<file path="config.mk">
export PLATFORM = sky130hd
export DESIGN_NAME = fpga_reset_sequencer
export DESIGN_NICKNAME = d
export VERILOG_FILES = /design/src/rtl/fpga_reset_seq_pkg.sv /design/src/rtl/fpga_reset_debounce.sv /design/src/rtl/fpga_reset_sequencer.sv
export SDC_FILE = /design/constraint.sdc
export NUM_CORES = 1
export LEC_CHECK = 0
export CORE_ASPECT_RATIO = 1.75
export CORE_MARGIN = 2
export CORE_UTILIZATION = 40
export CTS_CLUSTER_DIAMETER = 200
export DETAILED_ROUTE_END_ITERATION = 12
export PLACE_DENSITY = 0.67
export SYNTH_ARGS = -nofsm -noshare
export SYNTH_HDL_FRONTEND = slang
export SYNTH_HIERARCHICAL = 1
export SYNTH_SLANG_ARGS = --single-unit
</file>
<file path="constraint.sdc">
create_clock -name clk_i -period 2.4 [get_ports clk_i]
set_input_delay 0.48 -clock clk_i [delete_from_list [all_inputs] [get_ports clk_i]]
set_output_delay 0.48 -clock clk_i [all_outputs]
set_load 0.02 [all_outputs]
</file>
<file path="src/rtl/fpga_reset_seq_pkg.sv">
// rtl/fpga_reset_seq_pkg.sv - state encodings and counter sizing for fpga_reset_sequencer
package fpga_reset_seq_pkg;

    localparam int STATE_W = 3;

    typedef logic [STATE_W-1:0] state_t;

    localparam state_t ST_MMCM_RST   = 3'd0;
    localparam state_t ST_WAIT_LOCK  = 3'd1;
    localparam state_t ST_STABLE     = 3'd2;
    localparam state_t ST_PERIPH_REL = 3'd3;
    localparam state_t ST_RUN        = 3'd4;
    localparam state_t ST_BTN_HOLD   = 3'd5;

    // One shared counter serves every timed state, so it is sized for the longest wait.
    function automatic int cnt_width(input int a, input int b, input int c, input int d);
        int m;
        m = a;
        if (b > m) m = b;
        if (c > m) m = c;
        if (d > m) m = d;
        return $clog2(m) + 1;
    endfunction

endpackage

</file>
<file path="src/rtl/fpga_reset_debounce.sv">
// rtl/fpga_reset_debounce.sv - 2-flop synchronizer and debouncer for the board reset button
module fpga_reset_debounce
    import fpga_reset_seq_pkg::*;
#(
    parameter int DEBOUNCE_CYCLES = 3000000
) (
    input  logic clk_i,
    input  logic rst_ni,
    input  logic pad_i,
    output logic btn_db_o
);

    localparam int DB_W = $clog2(DEBOUNCE_CYCLES + 1);

    logic [1:0]      sync_q, sync_d;
    logic            btn_q, btn_d;
    logic [DB_W-1:0] cnt_q, cnt_d;

    // Count consecutive disagreeing cycles; any agreeing cycle restarts the count.
    always_comb begin
        sync_d = {sync_q[0], pad_i};
        btn_d  = btn_q;
        cnt_d  = '0;
        if (sync_q[1] != btn_q) begin
            if (cnt_q == DB_W'(DEBOUNCE_CYCLES - 1)) begin
                btn_d = ~btn_q;
            end else begin
                cnt_d = cnt_q + DB_W'(1);
            end
        end
    end

    always_ff @(posedge clk_i or negedge rst_ni) begin
        if (!rst_ni) begin
            sync_q <= '0;
            btn_q  <= 1'b0;
            cnt_q  <= '0;
        end else begin
            sync_q <= sync_d;
            btn_q  <= btn_d;
            cnt_q  <= cnt_d;
        end
    end

    assign btn_db_o = btn_q;

endmodule

</file>
<file path="src/rtl/fpga_reset_sequencer.sv">
// rtl/fpga_reset_sequencer.sv - MMCM lock / peripheral / SoC reset sequencer
// Optional lock-loss counter output enabled by FPGA_RESET_SEQ_LOCK_LOSS_CNT_EN.
module fpga_reset_sequencer
    import fpga_reset_seq_pkg::*;
#(
    parameter int MMCM_RST_CYCLES      = 16,
    parameter int LOCK_TIMEOUT_CYCLES  = 65536,
    parameter int LOCK_STABLE_CYCLES   = 1024,
    parameter int DEBOUNCE_CYCLES      = 3000000,
    parameter int PERIPH_TO_SOC_CYCLES = 16
) (
    input  logic               clk_i,
    input  logic               rst_ni,
    input  logic               mmcm_locked_i,
    input  logic               pad_reset_i,
    output logic               mmcm_rst_o,
    output logic               periph_rst_no,
    output logic               soc_rst_no,
    output logic               ready_o,
    output logic [STATE_W-1:0] state_o
`ifdef FPGA_RESET_SEQ_LOCK_LOSS_CNT_EN
    ,
    output logic [7:0]         lock_loss_cnt_o
`endif
);

    localparam int CNT_W = cnt_width(MMCM_RST_CYCLES, LOCK_TIMEOUT_CYCLES,
                                     LOCK_STABLE_CYCLES, PERIPH_TO_SOC_CYCLES);

    logic [1:0]       lock_sync_q, lock_sync_d;
    logic             lock_s;
    logic             btn_db;
    state_t           state_q, state_d;
    logic [CNT_W-1:0] cnt_q, cnt_d;
    logic             mmcm_rst_q, mmcm_rst_d;
    logic             periph_rst_n_q, periph_rst_n_d;
    logic             soc_rst_n_q, soc_rst_n_d;
    logic             ready_q, ready_d;

    fpga_reset_debounce #(
        .DEBOUNCE_CYCLES(DEBOUNCE_CYCLES)
    ) u_debounce (
        .clk_i    (clk_i),
        .rst_ni   (rst_ni),
        .pad_i    (pad_reset_i),
        .btn_db_o (btn_db)
    );

    assign lock_sync_d = {lock_sync_q[0], mmcm_locked_i};
    assign lock_s      = lock_sync_q[1];

    // Lock loss is tested before the button everywhere so it always wins.
    always_comb begin
        state_d = state_q;
        case (state_q)
            ST_MMCM_RST: begin
                if (cnt_q == CNT_W'(MMCM_RST_CYCLES - 1)) state_d = ST_WAIT_LOCK;
            end
            ST_WAIT_LOCK: begin
                if (lock_s)                                        state_d = ST_STABLE;
                else if (cnt_q == CNT_W'(LOCK_TIMEOUT_CYCLES - 1)) state_d = ST_MMCM_RST;
            end
            ST_STABLE: begin
                if (!lock_s)                                      state_d = ST_MMCM_RST;
                else if (btn_db)                                  state_d = ST_BTN_HOLD;
                else if (cnt_q == CNT_W'(LOCK_STABLE_CYCLES - 1)) state_d = ST_PERIPH_REL;
            end
            ST_PERIPH_REL: begin
                if (!lock_s)                                        state_d = ST_MMCM_RST;
                else if (btn_db)                                    state_d = ST_BTN_HOLD;
                else if (cnt_q == CNT_W'(PERIPH_TO_SOC_CYCLES - 1)) state_d = ST_RUN;
            end
            ST_RUN: begin
                if (!lock_s)     state_d = ST_MMCM_RST;
                else if (btn_db) state_d = ST_BTN_HOLD;
            end
            ST_BTN_HOLD: begin
                if (!lock_s)      state_d = ST_MMCM_RST;
                else if (!btn_db) state_d = ST_STABLE;
            end
            default: state_d = ST_MMCM_RST;
        endcase

        if (state_d != state_q) cnt_d = '0;
        else if (&cnt_q)        cnt_d = cnt_q;
        else                    cnt_d = cnt_q + CNT_W'(1);

        // Outputs are decoded from the next state so they change on the same edge as state_q.
        mmcm_rst_d     = (state_d == ST_MMCM_RST);
        periph_rst_n_d = (state_d == ST_PERIPH_REL) || (state_d == ST_RUN);
        soc_rst_n_d    = (state_d == ST_RUN);
        ready_d        = (state_d == ST_RUN);
    end

    always_ff @(posedge clk_i or negedge rst_ni) begin
        if (!rst_ni) begin
            lock_sync_q    <= '0;
            state_q        <= ST_MMCM_RST;
            cnt_q          <= '0;
            mmcm_rst_q     <= 1'b1;
            periph_rst_n_q <= 1'b0;
            soc_rst_n_q    <= 1'b0;
            ready_q        <= 1'b0;
        end else begin
            lock_sync_q    <= lock_sync_d;
            state_q        <= state_d;
            cnt_q          <= cnt_d;
            mmcm_rst_q     <= mmcm_rst_d;
            periph_rst_n_q <= periph_rst_n_d;
            soc_rst_n_q    <= soc_rst_n_d;
            ready_q        <= ready_d;
        end
    end

    assign mmcm_rst_o    = mmcm_rst_q;
    assign periph_rst_no = periph_rst_n_q;
    assign soc_rst_no    = soc_rst_n_q;
    assign ready_o       = ready_q;
    assign state_o       = state_q;

`ifdef FPGA_RESET_SEQ_LOCK_LOSS_CNT_EN
    logic [7:0] loss_cnt_q, loss_cnt_d;

    always_comb begin
        loss_cnt_d = loss_cnt_q;
        if ((state_d == ST_MMCM_RST) && (state_q != ST_MMCM_RST) && (loss_cnt_q != 8'hFF)) begin
            loss_cnt_d = loss_cnt_q + 8'd1;
        end
    end

    always_ff @(posedge clk_i or negedge rst_ni) begin
        if (!rst_ni) loss_cnt_q <= 8'd0;
        else         loss_cnt_q <= loss_cnt_d;
    end

    assign lock_loss_cnt_o = loss_cnt_q;
`endif

endmodule
</file>
==> metrics.yaml <==
place:
  gp_congestion: 0.912
  dp.cells: 386
  port_buffers: 10
  place_area_um2: 3050
  pre_cts_slack_ns: 0.0210
  dpl.hpwl_um: 4340
yosys:
  async_reset_ff_share_pct: 100
  synth.avg_cell_area_um2: 9.78
  ys_top_cells_by_area: "dfrtp_1, xnor2_1, nor2_1, xor2_1, a21oi_1"
  synthesis.nets: 283
  synth-seq-area-share_pct: 46.6
  ys_warn_count: 6
  synth_top_cell_area_share_pct: 45.6
  netlist_instances: 275
  ys.flop_type: "dfrtp_1"
  synth_cell_types: 49
  post-synth-top-area-cell: "dfrtp_1"
  synth_edf_count: 0
  syn-cell-area_um2: 2690
  ys_ff_latch: 50
floorplanning:
  io_pins: 11
  coreArea_um2: 6540
  start_util_pct: 41.1
  rows: 39
  die_y_um: 112
  dieArea_um2: 7420
  die_w_um: 66.0
routing:
  drt-pass1-iter-count: 4
  wirelength_um: 5820
  via_count: 2146
  drt-vias-per-instance: 5.43
  ant_nets: 0
  drc: 0
  wl_per_cell_um: 14.7
  drt_iter0_drc: 58
worst_setup_path:
  cp-start-kind: "flop"
  crit_path_max_fanout: 16
  arrival_ns: 2.56
  worst_path_max_delay_cell: "or4_4"
  worstSetupPathType: "flop to flop"
  crit_top_cell: "or4_4"
  max_stage_delay_ns: 0.56
  crit_required_ns: 2.62
  crit_path_end_kind: "flop"
  path_cells: "or4_4, nor4_4, and3_4, o21ai_2, or4_4, buf_12, a21oi_1"
sta:
  layout_setup_ws_ns: 0.0615
  tns_ns: 0
  fin_skew_ns: 0.00624
  hold_viol: 0
  slew_headroom_pct: 68.3
  fin_crit_ns: 2.34
  finalMaxSlewViolations: 0
  rsz0062_at_grt: "yes"
  finalSetupViolCount: 0
  tightest_slew_ns: 0.475
  hold_ws_ns: 0.133
  finalCritPeriodShare_pct: 97.4
  fmax_mhz: 428
final_layout:
  syn_to_final_growth_pct: 21.4
  n_antenna_cell: 0
  fin_util_pct: 49.9
  fillers: 629
  fin_area_um2: 3260
  drive_gt1_share_pct: 22.7
  fin_cells: 395
  nets: 320
worst_hold_path:
  hold_path_class: "input port to asynchronous set/reset pin"
power:
  p_per_area_nw_per_um2: 735
  p_leak_nw: 1.32
  vdd_drop_max_v: 0.000550
  total_power_mw: 2.40
clock_network:
  clkSlewWorstSetupHoldPaths_ns: 0.07
  worstSkewPairLatency_ns: 0.30
  cts.htree.levels: 2
  clockBufferDepth: 2
  root_buffer: "clkbuf_16"
  clock_sink_count: 50
  cts_buffers: 5
  cts_tree: "done"
  cts_hold_buf: 0
global_routing:
  overflow: 0
  grt_max_degree: 23
  grt_pass1_wl_um: 10000
  track_usage_pct: 17.4
  antenna_found_initial: 0
  grt_pass1_vias: 2198
outcome:
  status: "completed"
job:
  max-cap-violations: 0
timing repair:
item,CTS,global route
pin swaps,0,2
resized for setup,4,11
setup buffers,0,1
setup endpoints to repair,2,17
final cells by class:
| type | count | area [µm²] | share of cell area [%] |
|---|---|---|---|
| clock buffer | 5 | 125 | 3.83 |
| timing repair buffer | 41 | 340 | 10.4 |
| multi-input combinational | 206 | 1390 | 42.5 |
| tap | 82 | 103 | 3.14 |
| inverter | 8 | 30.0 | 0.920 |
| sequential | 50 | 1250 | 38.4 |
| clock inverter | 3 | 26.3 | 0.805 |
Yosys cell counts, types with 6 or more instances:
master     n
inv_1      8
xor2_1    11
dfrtp_1   49
xnor2_1   17
o31ai_1    6
nand3_1   13
a21oi_2    9
or3_1      6
nor3_1    12
nand2_1   18
nand4_1    8
o21ai_0    7
clkbuf_1   6
a21oi_1   19
nor2_1    26
logic make-up (layout without fill, tap and decap cells):
group	Yosys count	count (layout)	synth area share [%]
compound gates	53	53	13.2
simple gates	119	119	24.7
flops	50	50	46.6
fa+ha+maj	4	4	1.86
mux	2	2	0.791
buf+inv	19	57	3.77
xor+xnor	28	28	9.12
flip-flops by register name, summed over array words and instances, names as in the netlist:
signal	count
state_o	3
periph_rst_no	1
cnt_q	17
u_debounce/btn_db_o	1
mmcm_rst_o	1
u_debounce/sync_q	2
u_debounce/cnt_q	22
lock_sync_q	2
ready_o	1
layout by cell type (no fill, tap or decap), types with 3 or more instances in the layout:
master / instances
or3_1: 6
nor3_1: 10
o31ai_1: 5
ha_1: 3
or4_1: 4
buf_4: 30
and4_1: 4
a21oi_1: 15
xor2_1: 11
nor2_1: 25
xnor2_1: 17
clkdlybuf4s50_1: 9
o21ai_0: 7
a21oi_2: 12
nor4_1: 4
clkbuf_16: 5
dfrtp_1: 48
nand2b_1: 4
nand4_1: 8
inv_1: 8
nand3_1: 13
a31oi_1: 3
nand2_1: 18
routing by layer:
layer	global-route usage, %	wire [µm]
met2	32.4	3350
met5	0	0
met1	18.4	2190
met3	2.20	93
met4	9.12	180
path summary, 6_finish.rpt:
path	startpoint	to	slack [ns]	depth (start not counted)
worst max-delay path	cnt_q[13]$_DFFE_PN0P_	cnt_q[3]$_DFFE_PN0P_	0.06	7
worst min-delay path	rst_ni	cnt_q[10]$_DFFE_PN0P_	0.13	1
worst max register to register	cnt_q[13]$_DFFE_PN0P_	cnt_q[3]$_DFFE_PN0P_	0.06	7
worst min register to register	u_debounce/sync_q[0]$_DFF_PN0_	u_debounce/sync_q[1]$_DFF_PN0_	0.35	0
max in group asynchronous	rst_ni	u_debounce/cnt_q[18]$_DFF_PN0_	1.67	2
min in group clk_i	u_debounce/sync_q[0]$_DFF_PN0_	u_debounce/sync_q[1]$_DFF_PN0_	0.35	0
power breakdown:
part           internal [mW]  switching, mW
combinational          0.317          0.368
clock                  0.396          0.337
sequential             0.926         0.0535
total                   1.64          0.758
critical path: cells and delay by family (launching register included):
kind / cells / cell delay (ns)
AND/OR/NAND/NOR: 4 / 1.47
flip-flops: 1 / 0.41
AO/OA/AOI/OAI: 2 / 0.18
buffers and inverters: 1 / 0.18
No activity file was read; power rests on OpenSTA's default activity.
==> variant (same settings) <==
Set the package constant `STATE_W` to 5 (it was 3).
--- a/src/rtl/fpga_reset_seq_pkg.sv
+++ b/src/rtl/fpga_reset_seq_pkg.sv
@@ -3,3 +3,3 @@
 
-    localparam int STATE_W = 3;
+    localparam int STATE_W = 5;
 
Interface: changed (resized state_o); port bits go from 11 to 13. No check against the original RTL was run, so the function may have changed too.
==> variant against the original RTL <==
Routed wire length up 2.6%; critical path depth rose by 4; critical endpoint is now cnt_q[13]$_DFFE_PN0P_; critical path type unchanged; design area is 0.81% higher; first-iteration DRC count rose by 100%; utilization increased by 0.40 points; setup slack worse by 38 ps; sequential cell count grew 2; non-clock buffer count is 11 lower; area after synthesis increased by 0.98%.
Power is not compared: it rests on default switching activity, and its combinational part moved more than twofold at a synthesized area within 25%.
==> variant: results <==
{
  "cpPeakStageDelay_ps": 380,
  "synthAdderAreaFrac": 0.0184,
  "grt_pass1_wl_um": 9750,
  "avgViaCountPerCell": 5.56,
  "whs_ps": 168,
  "routabilityCongestion": 0.838,
  "wl_met2_um": 3450,
  "fill_cells": 635,
  "wl_met3_um": 140,
  "instances_no_fill": 393,
  "grt_max_degree": 26,
  "drive_above_1_share": 0.177,
  "routedWlPerCell_um": 15.2,
  "rr_endpoint": "cnt_q[13]$_DFFE_PN0P_",
  "crit_slowest_cell": "dfrtp_1",
  "status": "finished clean",
  "placed_cell_area_mm2": 0.00301,
  "global_route.usage.met3": 0.0288,
  "synth-compound-area-share": 0.0940,
  "synth.cells.most_frequent": "51 x dfrtp_1, 46 x nor2_1, 17 x nand2_1",
  "ctsResizeCount": 1,
  "first_global_vias": 2215,
  "synth_cells": 278,
  "place_ws_ps": -25.8,
  "seq_area_frac_synth": 0.480,
  "cp_max_fo": 3,
  "reg2regPathDepth": 11,
  "synthMuxAreaShare": 0.0115,
  "dp_hpwl_um": 4000,
  "wl_met1_um": 2170,
  "cp.arrival_ps": 2540,
  "worst_slew_pin_slew_ps": 551,
  "synth_cell_types": 51,
  "drtIter0Drc": 116,
  "numPlacedInstances": 380,
  "ys_top_cells_by_area": "dfrtp_1 47%, nor2_1 6.4%, xnor2_1 4.8%",
  "grt_use_total": 0.165
}
==> variant: changes by cell type after synthesis, sizes merged, moves of 3 or more <==
cell    delta
nor2      +20
nor3       -4
a21oi     -15
clkbuf     -3
and3       +7
==> variant: logic make-up (layout without fill, tap and decap cells) <==
| family | count (synthesis) | count (layout) |
|---|---|---|
| simple gates | 137 | 137 |
| flops | 52 | 52 |
| compound gates | 37 | 39 |
| xor+xnor | 29 | 29 |
| buf+inv | 15 | 45 |
| fa+ha+maj | 4 | 4 |
| mux | 3 | 3 |
| other cells | 1 | 2 |
==> variant: area by class of cell <==
cell class                      instances  area, µm²  share of cell area
Timing Repair Buffer                   30        250              0.0760
Clock buffer                            5        125              0.0380
Tap cell                               82        103              0.0312
Multi-Input combinational cell        214       1460               0.443
Clock inverter                          3       27.5             0.00837
Sequential cell                        52       1300               0.396
Inverter                                7       26.3             0.00798
==> variant: report_power, final <==
part	internal [mW]	total (mW)	switching (mW)
registers	0.886	0.897	0.0104
clock network	0.396	0.734	0.338
logic	0.0244	0.0710	0.0466
==> variant: worst max path at each step <==
stage	slack, ps	to	startpoint	depth (start not counted)
6_report	20	cnt_q[13]$_DFFE_PN0P_	cnt_q[0]$_DFFE_PN0P_	11
5_1_grt	-70	cnt_q[13]$_DFFE_PN0P_	cnt_q[0]$_DFFE_PN0P_	11
4_1_cts	9	cnt_q[13]$_DFFE_PN0P_	cnt_q[0]$_DFFE_PN0P_	11
3_5_place_dp	-30	cnt_q[13]$_DFFE_PN0P_	cnt_q[0]$_DFFE_PN0P_	11
3_3_place_gp	100	cnt_q[15]$_DFFE_PN0P_	cnt_q[0]$_DFFE_PN0P_	11
2_1_floorplan	60	cnt_q[15]$_DFFE_PN0P_	cnt_q[0]$_DFFE_PN0P_	12
